<file path="src/rtl/frame_update_scheduler.sv">
// ============================================================================
// frame_update_scheduler
// Per-frame sequencer: strobes each due logic unit in priority order and waits
// for its done handshake, with per-unit frame dividers, a watchdog and
// sticky overrun / timeout flags.
// Revision: 1.0
// ============================================================================
`default_nettype none

module frame_update_scheduler #(
  parameter int NUM_UNITS = 4,
  parameter int TIMEOUT   = 255
) (
  input  logic                     clk,
  input  logic                     reset,
  input  logic                     frame_end,
  input  logic                     pause,
  input  logic                     clear_err,
  input  logic [NUM_UNITS-1:0]     unit_enable,
  input  logic [4*NUM_UNITS-1:0]   unit_divider,
  input  logic [NUM_UNITS-1:0]     unit_done,
  output logic [NUM_UNITS-1:0]     unit_start,
  output logic                     busy,
  output logic                     overrun,
  output logic [NUM_UNITS-1:0]     timeout_err,
  output logic [15:0]              frame_count
);

  localparam int IDXW = (NUM_UNITS > 1) ? $clog2(NUM_UNITS) : 1;

  localparam logic [1:0] S_IDLE  = 2'd0;
  localparam logic [1:0] S_ISSUE = 2'd1;
  localparam logic [1:0] S_WAIT  = 2'd2;

  localparam logic [7:0] c_TIMEOUT = 8'(TIMEOUT);

  logic [1:0]                 r_state;
  logic [NUM_UNITS-1:0]       r_mask;
  logic [IDXW-1:0]            r_idx;
  logic [7:0]                 r_wdog;
  logic [NUM_UNITS-1:0][3:0]  r_divcnt;
  logic [15:0]                r_frame_count;
  logic                       r_overrun;
  logic [NUM_UNITS-1:0]       r_timeout_err;

  logic                       w_accept;
  logic                       w_overrun_set;
  logic [NUM_UNITS-1:0]       w_run;
  logic [NUM_UNITS-1:0]       w_idx_oh;
  logic [NUM_UNITS-1:0]       w_mask_rem;
  logic                       w_done;
  logic                       w_expired;
  logic                       w_finish;
  logic [NUM_UNITS-1:0]       w_tmo_set;

  function automatic logic [IDXW-1:0] f_lowest(input logic [NUM_UNITS-1:0] m);
    logic [IDXW-1:0] v;
    v = '0;
    for (int i = NUM_UNITS - 1; i >= 0; i--) begin
      if (m[i]) v = IDXW'(i);
    end
    return v;
  endfunction

  assign w_accept      = frame_end & ~pause & (r_state == S_IDLE);
  assign w_overrun_set = frame_end & ~pause & (r_state != S_IDLE);
  assign w_idx_oh      = NUM_UNITS'(1) << r_idx;
  assign w_mask_rem    = r_mask & ~w_idx_oh;
  assign w_done        = unit_done[r_idx];
  assign w_expired     = (r_wdog == 8'd0);
  assign w_finish      = (r_state == S_WAIT) & (w_done | w_expired);
  // Done on the last watchdog cycle takes precedence over the timeout.
  assign w_tmo_set     = ((r_state == S_WAIT) & ~w_done & w_expired) ? w_idx_oh : '0;

  always_comb begin
    w_run = '0;
    for (int i = 0; i < NUM_UNITS; i++) begin
      w_run[i] = unit_enable[i] & (r_divcnt[i] == 4'd0);
    end
  end

  always_ff @(posedge clk or posedge reset) begin
    if (reset) begin
      r_state <= S_IDLE;
      r_mask  <= '0;
      r_idx   <= '0;
      r_wdog  <= '0;
    end else begin
      case (r_state)
        S_IDLE: begin
          if (w_accept) begin
            r_mask <= w_run;
            if (|w_run) begin
              r_idx   <= f_lowest(w_run);
              r_state <= S_ISSUE;
            end
          end
        end
        S_ISSUE: begin
          r_wdog  <= c_TIMEOUT;
          r_state <= S_WAIT;
        end
        S_WAIT: begin
          if (w_finish) begin
            r_mask <= w_mask_rem;
            if (|w_mask_rem) begin
              r_idx   <= f_lowest(w_mask_rem);
              r_state <= S_ISSUE;
            end else begin
              r_state <= S_IDLE;
            end
          end else begin
            r_wdog <= r_wdog - 8'd1;
          end
        end
        default: r_state <= S_IDLE;
      endcase
    end
  end

  always_ff @(posedge clk or posedge reset) begin
    if (reset) begin
      r_frame_count <= '0;
      r_overrun     <= 1'b0;
      r_timeout_err <= '0;
    end else begin
      if (w_accept) r_frame_count <= r_frame_count + 16'd1;
      r_overrun     <= (r_overrun & ~clear_err) | w_overrun_set;
      r_timeout_err <= (r_timeout_err & ~{NUM_UNITS{clear_err}}) | w_tmo_set;
    end
  end

  // A zero counter means the unit is due this frame; it then reloads its period.
  for (genvar gi = 0; gi < NUM_UNITS; gi++) begin : g_div
    always_ff @(posedge clk or posedge reset) begin
      if (reset) begin
        r_divcnt[gi] <= 4'd0;
      end else if (w_accept) begin
        if (r_divcnt[gi] == 4'd0) r_divcnt[gi] <= unit_divider[4*gi +: 4];
        else                      r_divcnt[gi] <= r_divcnt[gi] - 4'd1;
      end
    end
  end

  assign unit_start  = (r_state == S_ISSUE) ? w_idx_oh : '0;
  assign busy        = (r_state != S_IDLE);
  assign overrun     = r_overrun;
  assign timeout_err = r_timeout_err;
  assign frame_count = r_frame_count;

endmodule

`default_nettype wire

</file>
<file path="config.mk">
export PLATFORM = sky130hd
export DESIGN_NAME = frame_update_scheduler
export DESIGN_NICKNAME = d
export VERILOG_FILES = /design/src/rtl/frame_update_scheduler.sv
export SDC_FILE = /design/constraint.sdc
export NUM_CORES = 1
export LEC_CHECK = 0
export ABC_AREA = 0
export CAP_MARGIN = 20
export CELL_PAD_IN_SITES_DETAIL_PLACEMENT = 1
export CELL_PAD_IN_SITES_GLOBAL_PLACEMENT = 2
export CORE_MARGIN = 1.5
export CORE_UTILIZATION = 32
export DETAILED_ROUTE_END_ITERATION = 8
export PLACE_DENSITY = 0.81
export SKIP_LAST_GASP = 1
export SLEW_MARGIN = 20
export SYNTH_ARGS = -nofsm -noshare
export SYNTH_HDL_FRONTEND = slang
export SYNTH_SLANG_ARGS = --single-unit
</file>
<file path="constraint.sdc">
create_clock -name clk -period 2.4 [get_ports clk]
set_input_delay 0.72 -clock clk [delete_from_list [all_inputs] [get_ports clk]]
set_output_delay 0.72 -clock clk [all_outputs]
set_load 0.005 [all_outputs]
</file>
==> After elaboration in Yosys (flattened, before gate mapping) <==
Cells that the tools add are included.
{ "totals": {"register_bits": 53, "wordCells": 93} }
{ "op_classes": {"n_addsub": 6, "order_cmp": 1, "eq_ne": 7, "n_shift": 1, "n_mux": 31, "bitwise": 21, "reduce_logical": 15} }
{ "ops": {"columns": ["cell", "count"], "rows": [
  ["$mux W4", 8],
  ["$mux W2", 15],
  ["$add A16 B1 Y16 const B", 1],
  ["$logic_not A4 Y1", 4],
  ["$pmux W8 S2", 1],
  ["$sub A4 B1 Y4 const B", 4],
  ["$and A1 B1 Y1", 11],
  ["$and A4 B4 Y4", 2],
  ["$logic_not A8 Y1", 1],
  ["$mux W8", 1],
  ["$not A4 Y4", 2],
  ["$pmux W4 S2", 1],
  ["$reduce_or A4 Y1", 2],
  ["$sub A8 B1 Y8 const B", 1],
  ["$ne A2 B2 Y1 const B", 3],
  ["$pmux W2 S3", 1],
  ["$reduce_and A3 Y1", 2],
  ["$reduce_bool A2 Y1", 3],
  ["$reduce_and A5 Y1", 1],
  ["$ne A2 B1 Y1 const B", 2],
  ["$or A4 B4 Y4", 1],
  ["$pmux W2 S2", 1],
  ["$shl A1 B2 Y4 const A", 1],
  ["$lt A2 B3 Y1 const B", 1],
  ["8 further kinds", 12]
]} }

==> Longest topological paths before layout <==
{ "logic_depth": {"ltp_word": 10, "depth_mapped": 7, "depth_no_buf": 7} }

==> Worst setup path before layout <==
Ideal clock, no wire load.
{ "synth_timing": {"kind": "register -> register", "from": "register r_wdog[0]", "to": "register r_idx[0]", "arrival_time_ps": 1941, "t_required_ps": 2275, "slack_ps": 334, "path_stages_with_launch": 8, "synth_period_minus_slack_ps": 2066, "cell_sequence": "dfrtp_1 -> inv_1 -> ha_1 -> nor3b_2 -> a221oi_2 -> a221o_2 -> nor3_4 -> mux2_4"} }
{ "synth_via": {"elab_chain_cells": 5} }
{ "synth_rtl": {"columns": ["item", "line", "rtl"], "rows": [
  ["start: declaration", "40", "logic [7:0] r_wdog;"],
  ["start signal: assignment", "100", "r_wdog <= c_TIMEOUT;"],
  ["start signal: assignment", "113", "r_wdog <= r_wdog - 8'd1;"],
  ["$logic_not A8 Y1", "70", "assign w_expired = (r_wdog == 8'd0);"],
  ["$or A1 B1 Y1", "71", "assign w_finish = (r_state == S_WAIT) & (w_done | w_expired);"],
  ["$and A1 B1 Y1", "71", null],
  ["$ne A2 B2 Y1 (no line)", null, null],
  ["$reduce_and A5 Y1 (no line)", null, null],
  ["end signal: assignment", "94", "r_idx <= f_lowest(w_run);"],
  ["end signal: assignment", "107", "r_idx <= f_lowest(w_mask_rem);"],
  ["end: declaration", "39", "logic [IDXW-1:0] r_idx;"]
]} }
Every way passes these cells.
A chain may end at the register's enable or synchronous reset.

==> Worst setup path after layout <==
{ "layout_timing": {"from": "register r_idx[0]", "to": "output port unit_start[0]"} }
{ "layout_via": {"elab_chain_cells": 2} }
{ "layout_rtl": {"columns": ["item", "line", "rtl"], "rows": [
  ["$shl A1 B2 Y4", "67", "assign w_idx_oh = NUM_UNITS'(1) << r_idx;"],
  ["$mux W4", "145", "assign unit_start = (r_state == S_ISSUE) ? w_idx_oh : '0;"],
  ["end: declaration", "22", "output logic [NUM_UNITS-1:0] unit_start,"]
]} }
Every way passes these cells.

==> impl_metrics.ini <==
[logic_synthesis]
yosys_warnings = 0
synth_seq_cells = 53
yosysMostFrequentCell = dfrtp_1
synth_edf_count = 0
synth_cells = 304
yosysTopAreaCell = dfrtp_1
synthArstFlopShare_pct = 100
ys.flop_type = dfrtp_1
synth_fp_nets = 344
synth_area_per_cell_um2 = 9.51
ys_seq_area_share_pct = 45.9
yosys-top-cells-count = 53 x dfrtp_1, 27 x inv_1, 26 x nor2_1
synth_cell_types = 46
syn_area_um2 = 2890
synth.top_cells.by_area = dfrtp_1 46%, ha_1 4.8%, xnor2_1 4.2%, inv_1 3.5%, nor2_1 3.4%
netlist.area_leader.share_pct = 45.9

[clock_tree]
htree_levels = 2
clock-sinks = 53
cts_tree = built
worstSkewPairLatency_ns = 0.31
path_clk_slew_ns = 0.11
cts_made_buffers = 5
cts_root_buffer = clkbuf_8
clockBufferDepth = 2
postCtsHoldBufs = 0

[drt]
totalWireLength_um = 7560
first_pass_iters = 4
drc = 0
ant_nets = 0
vias = 2529
drt_iter0_markers = 65
vias_per_cell = 5.12
wl_per_cell_um = 15.3

[global_routing]
antenna_found_initial = 0
grt_max_degree = 20
grt_overflow_total = 0
grt_pass1_wl_um = 13200
track_usage_pct = 16.8
grt_pass1_vias = 2719

[die]
dieArea_um2 = 9610
pin_count = 55
num_rows = 34
die_width_um = 98.1
die_y_um = 98.1
start_util_pct = 33.2
design.core.area_um2 = 8720

[worst_setup_path]
max_stage_delay_ns = 0.51
worst_ep_required_time_ns = 1.68
timing.rr.start = r_wdog[0]$_DFFE_PP0P_
rr_worst_depth = 7
cp-end-kind = output pin
path_cells = buf_4 -> nor3_2 -> clkdlybuf4s50_1
cpMaxStageDelayCell = clkdlybuf4s50_1
crit_path_start_kind = flip-flop
crit_arrival_ns = 1.60
criticalPathCategory = flip-flop to output pin
timing.rr.end = r_idx[0]$_DFFE_PP0P_
path_delay_family = buffers and inverters
crit_buf_inv = 2
path_max_fanout = 8
reg2reg_slack_ns = 0.21

[timing]
whs_ns = 0.486
finalSetupTns_ns = 0
rsz0062_at_grt = false
slew_violations = 0
tightest_slew_ns = 0.455
hold_viol_final = 0
period_needed_ns = 2.32
setup_violations = 0
max-slew-margin-rel_pct = 69.6
skew_ns = 0.00850
period_share_pct = 96.5
fmax_mhz = 432

[placed_design]
dp_cells = 483
portBuffers = 54
dpl.hpwl_um = 5780
place.gp.congestion = 0.819

[finish]
nNetsFinal = 425
area_growth_pct = 33.8
stdcell_count = 494
drive_gt1_share_pct = 14.2
diodes = 0

[power]
vdd_ir_drop_max_uv = 297
power_density_nw_per_um2 = 923
p_leak_nw = 1.60

[outcome]
outcome = complete, no violations

[worst_hold_path]
holdPathEnd = frame_count[15]$_DFFE_PP0P_
hp-start = frame_count[15]$_DFFE_PP0P_
holdCritPathClass = flip-flop to flip-flop
whs_path_depth = 1

[flow_run]
max-cap-violations = 0
[area by class of cell]
class / count / area [um2]
inverter: 27 / 101
multi-input combinational: 215 / 1450
tap: 108 / 135
timing repair buffer: 83 / 771
fill: 1007 / 4850
clock buffer: 6 / 72.6
clock inverter: 2 / 15.0
sequential: 53 / 1330
[sequential cells by signal (all words and copies together), names as in the netlist]
name         count
r_state          2
overrun          1
r_mask           4
r_wdog           8
timeout_err      4
frame_count     16
r_idx            2
r_divcnt        16
[metal layers]
| layer | GRT usage (%) | vias up | part of all wire [%] |
|---|---|---|---|
| met1 | 23.0 | 1237 | 48 |
| met3 | 2.65 | 4 | 3.7 |
| li1 | - | 1240 | - |
| met4 | 3.63 | 0 | 0.70 |
| met2 | 28.1 | 48 | 48 |
| met5 | 0 | - | 0 |
[kinds of logic after synthesis]
kind of cell | after synthesis | share of synthesized area [%]
buffers and inverters | 36 | 4.80
adder cells (fa/ha/maj) | 11 | 4.76
multiplexers | 8 | 3.03
AND/OR/NAND/NOR | 109 | 20.7
flip-flops | 53 | 45.9
XOR/XNOR | 19 | 5.76
AO/OA/AOI/OAI | 68 | 15.1
[worst register-to-register path, stage by stage (launching register included)]
cell	delay [ns]
dfrtp_1	0.44
inv_1	0.14
ha_1	0.17
nor3b_2	0.28
a221oi_2	0.13
a221o_2	0.42
nor3_4	0.20
mux2_4	0.31
[through the flow]
| step | worst slack (ns) | instance area (um2) | power [mW] | utilization (%) |
|---|---|---|---|---|
| 2_1_floorplan | 0.334 | 2890 | 2.36 | - |
| 3_3_place_gp | -0.0560 | 3740 | 2.97 | 42.9 |
| 3_5_place_dp | -0.125 | 3740 | 3.02 | 42.9 |
| 4_1_cts | 0.0225 | 3840 | 3.57 | 44.0 |
| 5_1_grt | 0.00887 | 3870 | 3.88 | 44.4 |
| 6_report | 0.0840 | 3870 | 3.57 | 44.4 |
[report_power, final]
group,internal (mW),switching (mW),leakage [nW]
logic,0.798,0.796,0.906
clock network,0.207,0.317,0.0374
registers,1.14,0.309,0.652
total,2.15,1.42,1.60
[cells in the final DEF, fill, tap and decap left out, types with 7 or more instances in the layout]
cell type        count
xnor2_1             14
nand2_1             24
ha_1                11
o21ai_0             16
clkdlybuf4s50_1     54
inv_1               26
nor3_1               9
nor2_1              26
nand4_1              7
a21oi_1             17
dfrtp_1             51
nand3_1              9
buf_4               28
a31oi_1              9
[timing repair]
item | 4_1_cts | 5_1_grt
setup buffers | 0 | 3
pin swaps | 0 | 0
gates resized for setup | 3 | 2
endpoints found under the setup margin | 3 | 2
[how the worst max path moves through the flow]
stage,slack [ns],depth (start not counted),from,to
5_1_grt,0.009,4,r_state[0]$_DFFE_PP0P_,busy
2_1_floorplan,0.33,7,r_wdog[0]$_DFFE_PP0P_,r_idx[0]$_DFFE_PP0P_
6_report,0.08,3,r_idx[0]$_DFFE_PP0P_,unit_start[0]
3_5_place_dp,-0.12,8,pause,r_divcnt[12]$_DFFE_PP0P_
3_3_place_gp,-0.06,8,pause,r_divcnt[12]$_DFFE_PP0P_
4_1_cts,0.02,4,r_idx[1]$_DFFE_PP0P_,unit_start[1]
Note: power is estimated with default switching activity, not from simulation.
==> patch 1, RTL diff (config.mk and constraints unchanged) <==
Make the reset (`reset`) synchronous in 3 clocked blocks.
--- a/src/rtl/frame_update_scheduler.sv
+++ b/src/rtl/frame_update_scheduler.sv
@@ -81,3 +81,3 @@
 
-  always_ff @(posedge clk or posedge reset) begin
+  always_ff @(posedge clk) begin
     if (reset) begin
@@ -120,3 +120,3 @@
 
-  always_ff @(posedge clk or posedge reset) begin
+  always_ff @(posedge clk) begin
     if (reset) begin
@@ -134,3 +134,3 @@
   for (genvar gi = 0; gi < NUM_UNITS; gi++) begin : g_div
-    always_ff @(posedge clk or posedge reset) begin
+    always_ff @(posedge clk) begin
       if (reset) begin
Formal check against the unedited RTL: differs if reset is asserted again (counterexample within 4 cycles, from zero or initial values and one cycle with reset high); with reset held inactive, the same outputs for 4 cycles.
==> patch 1 against the unedited design <==
Cell area fell by 3.2%. Synthesized area shrank 2.9%. Routed wire length shrank 0.33%. Sequential cell count unchanged. Clock skew is 0.00091 ns higher. Setup slack better by 0.012 ns. Largest cell class unchanged.
Power is not compared: it rests on default switching activity, and its combinational part moved more than twofold at a synthesized area within 25%.
==> patch 1: results (changes against the unedited design) <==
.. list-table::
   :header-rows: 1

   * - Metric
     - Value
   * - Outcome
     - complete, no violations
   * - Sequential Area
     - 0.001067 mm^2 (-20%)
   * - First-pass GRT wire length
     - 12.75 mm (-3.5%)
   * - Reg-to-reg endpoint
     - r_idx[1]
   * - Total number of sequential cells
     - 53 (unchanged)
   * - Critical path startpoint
     - unit_done[3]
   * - Worst reg2reg setup slack
     - 0.26 ns (+0.05 ns)
   * - Wirelength, routed
     - 7.535 mm (-0.33%)
   * - Max stage delay cell, worst path
     - sky130_fd_sc_hd__or4_1
   * - Number of buffer cells added on primary ports
     - 54 (unchanged)
   * - Post-Synth XOR/XNOR Area
     - 3.742% (-2.0 points)
   * - Worst setup path endpoint
     - r_wdog[7]
   * - Most used standard cells in the synthesized netlist
     - 53 x sky130_fd_sc_hd__dfxtp_1, 36 x sky130_fd_sc_hd__nor2_1, 31 x sky130_fd_sc_hd__a21oi_1, 25 x sky130_fd_sc_hd__nand2_1, 16 x sky130_fd_sc_hd__inv_1
   * - Worst Path Max Fanout
     - 6 (-2)
   * - Fraction of final layout cells sized beyond drive strength 1
     - 12.75% (-1.5 points)
   * - Post-Synthesis Net Count
     - 378 (+9.9%)
   * - Worst-case headroom to the max-slew limit
     - 78.92% (+9.3 points)
   * - HPWL after detailed placement
     - 5.802 mm (+0.42%)
   * - Global placer's final weighted congestion
     - 0.7824 (-4.5%)
   * - GRT Overall Usage
     - 16.26% (-0.53 points)
   * - Synth cell types
     - 53 (+15%)
   * - Pin count of the biggest net entering global routing
     - 43 (+110%)
   * - Non-clock buffer count in the final layout
     - 77 (-7.2%)
   * - Non-clock inverter count
     - 16 (-41%)
   * - Proportion of synthesized area in mux cells
     - 2.361% (-0.67 points)
   * - Crit path capture type
     - register
   * - Compound-cell area share of the yosys netlist
     - 20.36% (+5.3 points)
   * - Arrival time at the worst endpoint
     - 2.54 ns (+0.94 ns)
   * - Combined area of the multi-input logic cells
     - 0.001642 mm^2 (+14%)
   * - Initial antenna violation count
     - 0 (unchanged)
   * - Worst Clk Skew
     - 0.009408 ns (+0.0009127 ns)
   * - Data-path buffer share of cell area in the final layout
     - 19.58% (-0.34 points)
   * - Share of synthesized area occupied by flip-flops and latches
     - 37.77% (-8.1 points)
   * - Synth Instances
     - 338 (+11%)
   * - Vias in the first global route
     - 2724 (+0.18%)
   * - Post-route insts no fill
     - 513 (+3.8%)
   * - Clock network contribution to total cell area
     - 2.974% (+0.71 points)
   * - Critical R2R Launch
     - r_divcnt[4]
   * - Total of fill cells in the finished design
     - 989 (-1.8%)
   * - Largest stage delay on the critical path
     - 0.46 ns (-0.05 ns)
   * - Count of multi-input gates
     - 254 (+18%)
   * - Detailed Route Iter0 Violations
     - 44 (-32%)
   * - Kind of cell adding the most delay to the critical path
     - simple AND/OR/NAND/NOR gates
   * - Fraction of registers with async set/reset
     - 0% (-100 points)
   * - Avg Vias per Cell
     - 5.224 (+2.0%)
   * - Top area cells in the synthesized netlist
     - sky130_fd_sc_hd__dfxtp_1 38%, sky130_fd_sc_hd__a21oi_1 5.5%, sky130_fd_sc_hd__ha_1 4.9%
## patch 1: cell count changes after synthesis, moves of 5 or more
cell / unedited run / this run
sky130_fd_sc_hd__inv_1: 27 / 16
sky130_fd_sc_hd__dfrtp_1: 53 / 0
sky130_fd_sc_hd__xnor2_1: 14 / 5
sky130_fd_sc_hd__clkbuf_1: 5 / 12
sky130_fd_sc_hd__a211oi_1: 2 / 9
sky130_fd_sc_hd__or3_1: 1 / 8
sky130_fd_sc_hd__a22oi_1: 5 / 0
sky130_fd_sc_hd__dfxtp_1: 0 / 53
sky130_fd_sc_hd__nor2_1: 26 / 36
sky130_fd_sc_hd__a21oi_1: 17 / 31
sky130_fd_sc_hd__a311oi_1: 0 / 5
## patch 1: worst min-delay path by stage
stage                     cells after the start  slack, ns        endpoint      startpoint
final                                         2       0.48         overrun         overrun
after global placement                        2       0.46  timeout_err[3]  timeout_err[3]
after floorplan                               2       0.45     r_divcnt[0]     r_divcnt[0]
after global routing                          2       0.49  timeout_err[3]  timeout_err[3]
after CTS                                     2       0.48         overrun         overrun
after detailed placement                      2       0.47         overrun         overrun
## patch 1: metal layers
metal / up-vias / track usage, % / routed length, um
met1: 1281 / 20.96 / 3655
li1: 1350 / - / -
met4: 0 / 3.679 / 71
met2: 43 / 28.35 / 3594
met3: 6 / 2.746 / 213
met5: - / 0 / 0
## patch 1: metrics by stage
step	power (mW)	worst slack, ns	cell area, um^2	utilization, %
3_3_place_gp	1.694	-0.1207	3625	43.46
2_1_floorplan	1.450	0.4090	2809	-
3_5_place_dp	1.717	-0.2040	3625	43.46
6_report	2.313	0.09635	3745	44.90
5_1_grt	2.468	0.03360	3745	44.90
4_1_cts	2.343	0.05140	3740	44.84
==> patch 2, RTL diff (same settings) <==
Made on the original files. `NUM_UNITS`: 4 -> 2.
--- a/src/rtl/frame_update_scheduler.sv
+++ b/src/rtl/frame_update_scheduler.sv
@@ -10,3 +10,3 @@
 module frame_update_scheduler #(
-  parameter int NUM_UNITS = 4,
+  parameter int NUM_UNITS = 2,
   parameter int TIMEOUT   = 255
Ports: changed (5 resized); port bits go from 55 to 39. The function was not compared with the original's and may differ.
==> patch 2 against the unedited design <==
Power fell by 33%. Highest routed layer unchanged. Cell area fell by 30%. Synthesized area fell by 30%. Synthesized cell count fell by 34%. Critical endpoint is now frame_count[12]. Largest cell class is now sequential cells. Routed wire length fell by 37%. Sequential cell count fell by 13. Combinational power fell by 51%. Setup slack improved by 0.040 ns. Non-clock buffer count fell by 30.
==> patch 2: results (changes against the unedited design) <==
.. list-table::
   :header-rows: 1

   * - Metric
     - Value
   * - Number of nets in the final layout
     - 278 (-35%)
   * - Synth cell types
     - 39 (-15%)
   * - Least-Margin Pin Slew
     - 0.5543 ns (+0.09955 ns)
   * - Synth Instances
     - 200 (-34%)
   * - Cell Count Post-Placement
     - 322 (-33%)
   * - Arrival time at the worst endpoint
     - 2.46 ns (+0.86 ns)
   * - Most used standard cells in the synthesized netlist
     - 40 x sky130_fd_sc_hd__dfrtp_1, 15 x sky130_fd_sc_hd__nor2_1, 14 x sky130_fd_sc_hd__inv_1, 14 x sky130_fd_sc_hd__nand2_1, 14 x sky130_fd_sc_hd__xnor2_1
   * - Critical R2R Launch
     - r_wdog[4]
   * - Kind of cell adding the most delay to the critical path
     - simple AND/OR/NAND/NOR gates
   * - Share of synthesized area occupied by flip-flops and latches
     - 49.23% (+3.4 points)
   * - Vias in the first global route
     - 1651 (-39%)
   * - Max stage delay cell, worst path
     - sky130_fd_sc_hd__or4b_4
   * - Worst Clk Skew
     - 0.008581 ns (+0.00008560 ns)
   * - GRT Overall Usage
     - 15.20% (-1.6 points)
   * - Post-Synthesis Net Count
     - 224 (-35%)
   * - Wire per inst
     - 14.37 um (-6.1%)
   * - Clock network fraction of design power
     - 24.1% (+9.4 points)
   * - Global placer's final weighted congestion
     - 0.7508 (-8.3%)
   * - Critical path startpoint
     - frame_end
   * - Fraction of final layout cells sized beyond drive strength 1
     - 12.55% (-1.7 points)
   * - Cells resized by post-CTS repair
     - 0 (-3)
   * - HPWL after detailed placement
     - 3.570 mm (-38%)
   * - Total of fill cells in the finished design
     - 689 (-32%)
   * - Relative contribution of combinational cells to total power
     - 32.6% (-12 points)
   * - Final total power
     - 2.375 mW (-33%)
   * - Outcome
     - complete, no violations
   * - Pin count of the biggest net entering global routing
     - 41 (+110%)
==> patch 2: cell types whose count changed after synthesis, sizes merged, moves of 4 or more <==
cell,change
a21oi,-11
dfrtp,-13
ha,-4
inv,-13
nand2,-11
nand4,-4
nor2,-10
o21ai,-7
o22ai,-5
xor2,-4
==> patch 2: through the flow <==
stage	setup TNS [ns]	area, um^2
after global routing	0	2699
after detailed placement	-1.149	2582
after global placement	-0.6918	2582
after CTS	0	2698
after floorplan	0	2033
final	0	2699
==> patch 2: logic make-up (layout without fill, tap and decap cells) <==
logic type / after synthesis / in the layout / synth area share [%]
AO/OA/AOI/OAI: 39 / 39 / 12.98
XOR/XNOR: 15 / 15 / 6.462
adder cells (fa/ha/maj): 7 / 7 / 4.307
buffers and inverters: 20 / 75 / 4.430
flip-flops: 40 / 40 / 49.23
multiplexers: 5 / 5 / 2.585
AND/OR/NAND/NOR: 74 / 74 / 20.00
==> patch 2: routing by layer <==
metal	part of all wire (%)	global-route usage [%]	up-vias
met1	48	20.66	853
met2	48	23.98	33
met5	0	0	-
li1	-	-	819
met4	1.0	5.000	0
met3	3.6	3.297	7
==> patch 2: final cells by class <==
type / count / area (um^2) / area share [%]
sequential: 40 / 1002 / 37.13
clock inverter: 3 / 46.29 / 1.715
clock buffer: 5 / 68.82 / 2.550
tap: 75 / 93.84 / 3.477
inverter: 14 / 52.55 / 1.947
timing repair buffer: 53 / 493.0 / 18.27
multi-input combinational: 140 / 942.2 / 34.91
==> patch 2: worst paths after layout <==
kind / to / slack [ns] / depth (start not counted)
worst max register to register: r_idx / 0.31 / 5
worst max-delay path: frame_count[12] / 0.12 / 6
max in group asynchronous: r_state[1] / 1.16 / 3
min in group asynchronous: frame_count[9] / 0.85 / 3
worst min-delay path: frame_count[15] / 0.48 / 1
worst min register to register: frame_count[15] / 0.48 / 1
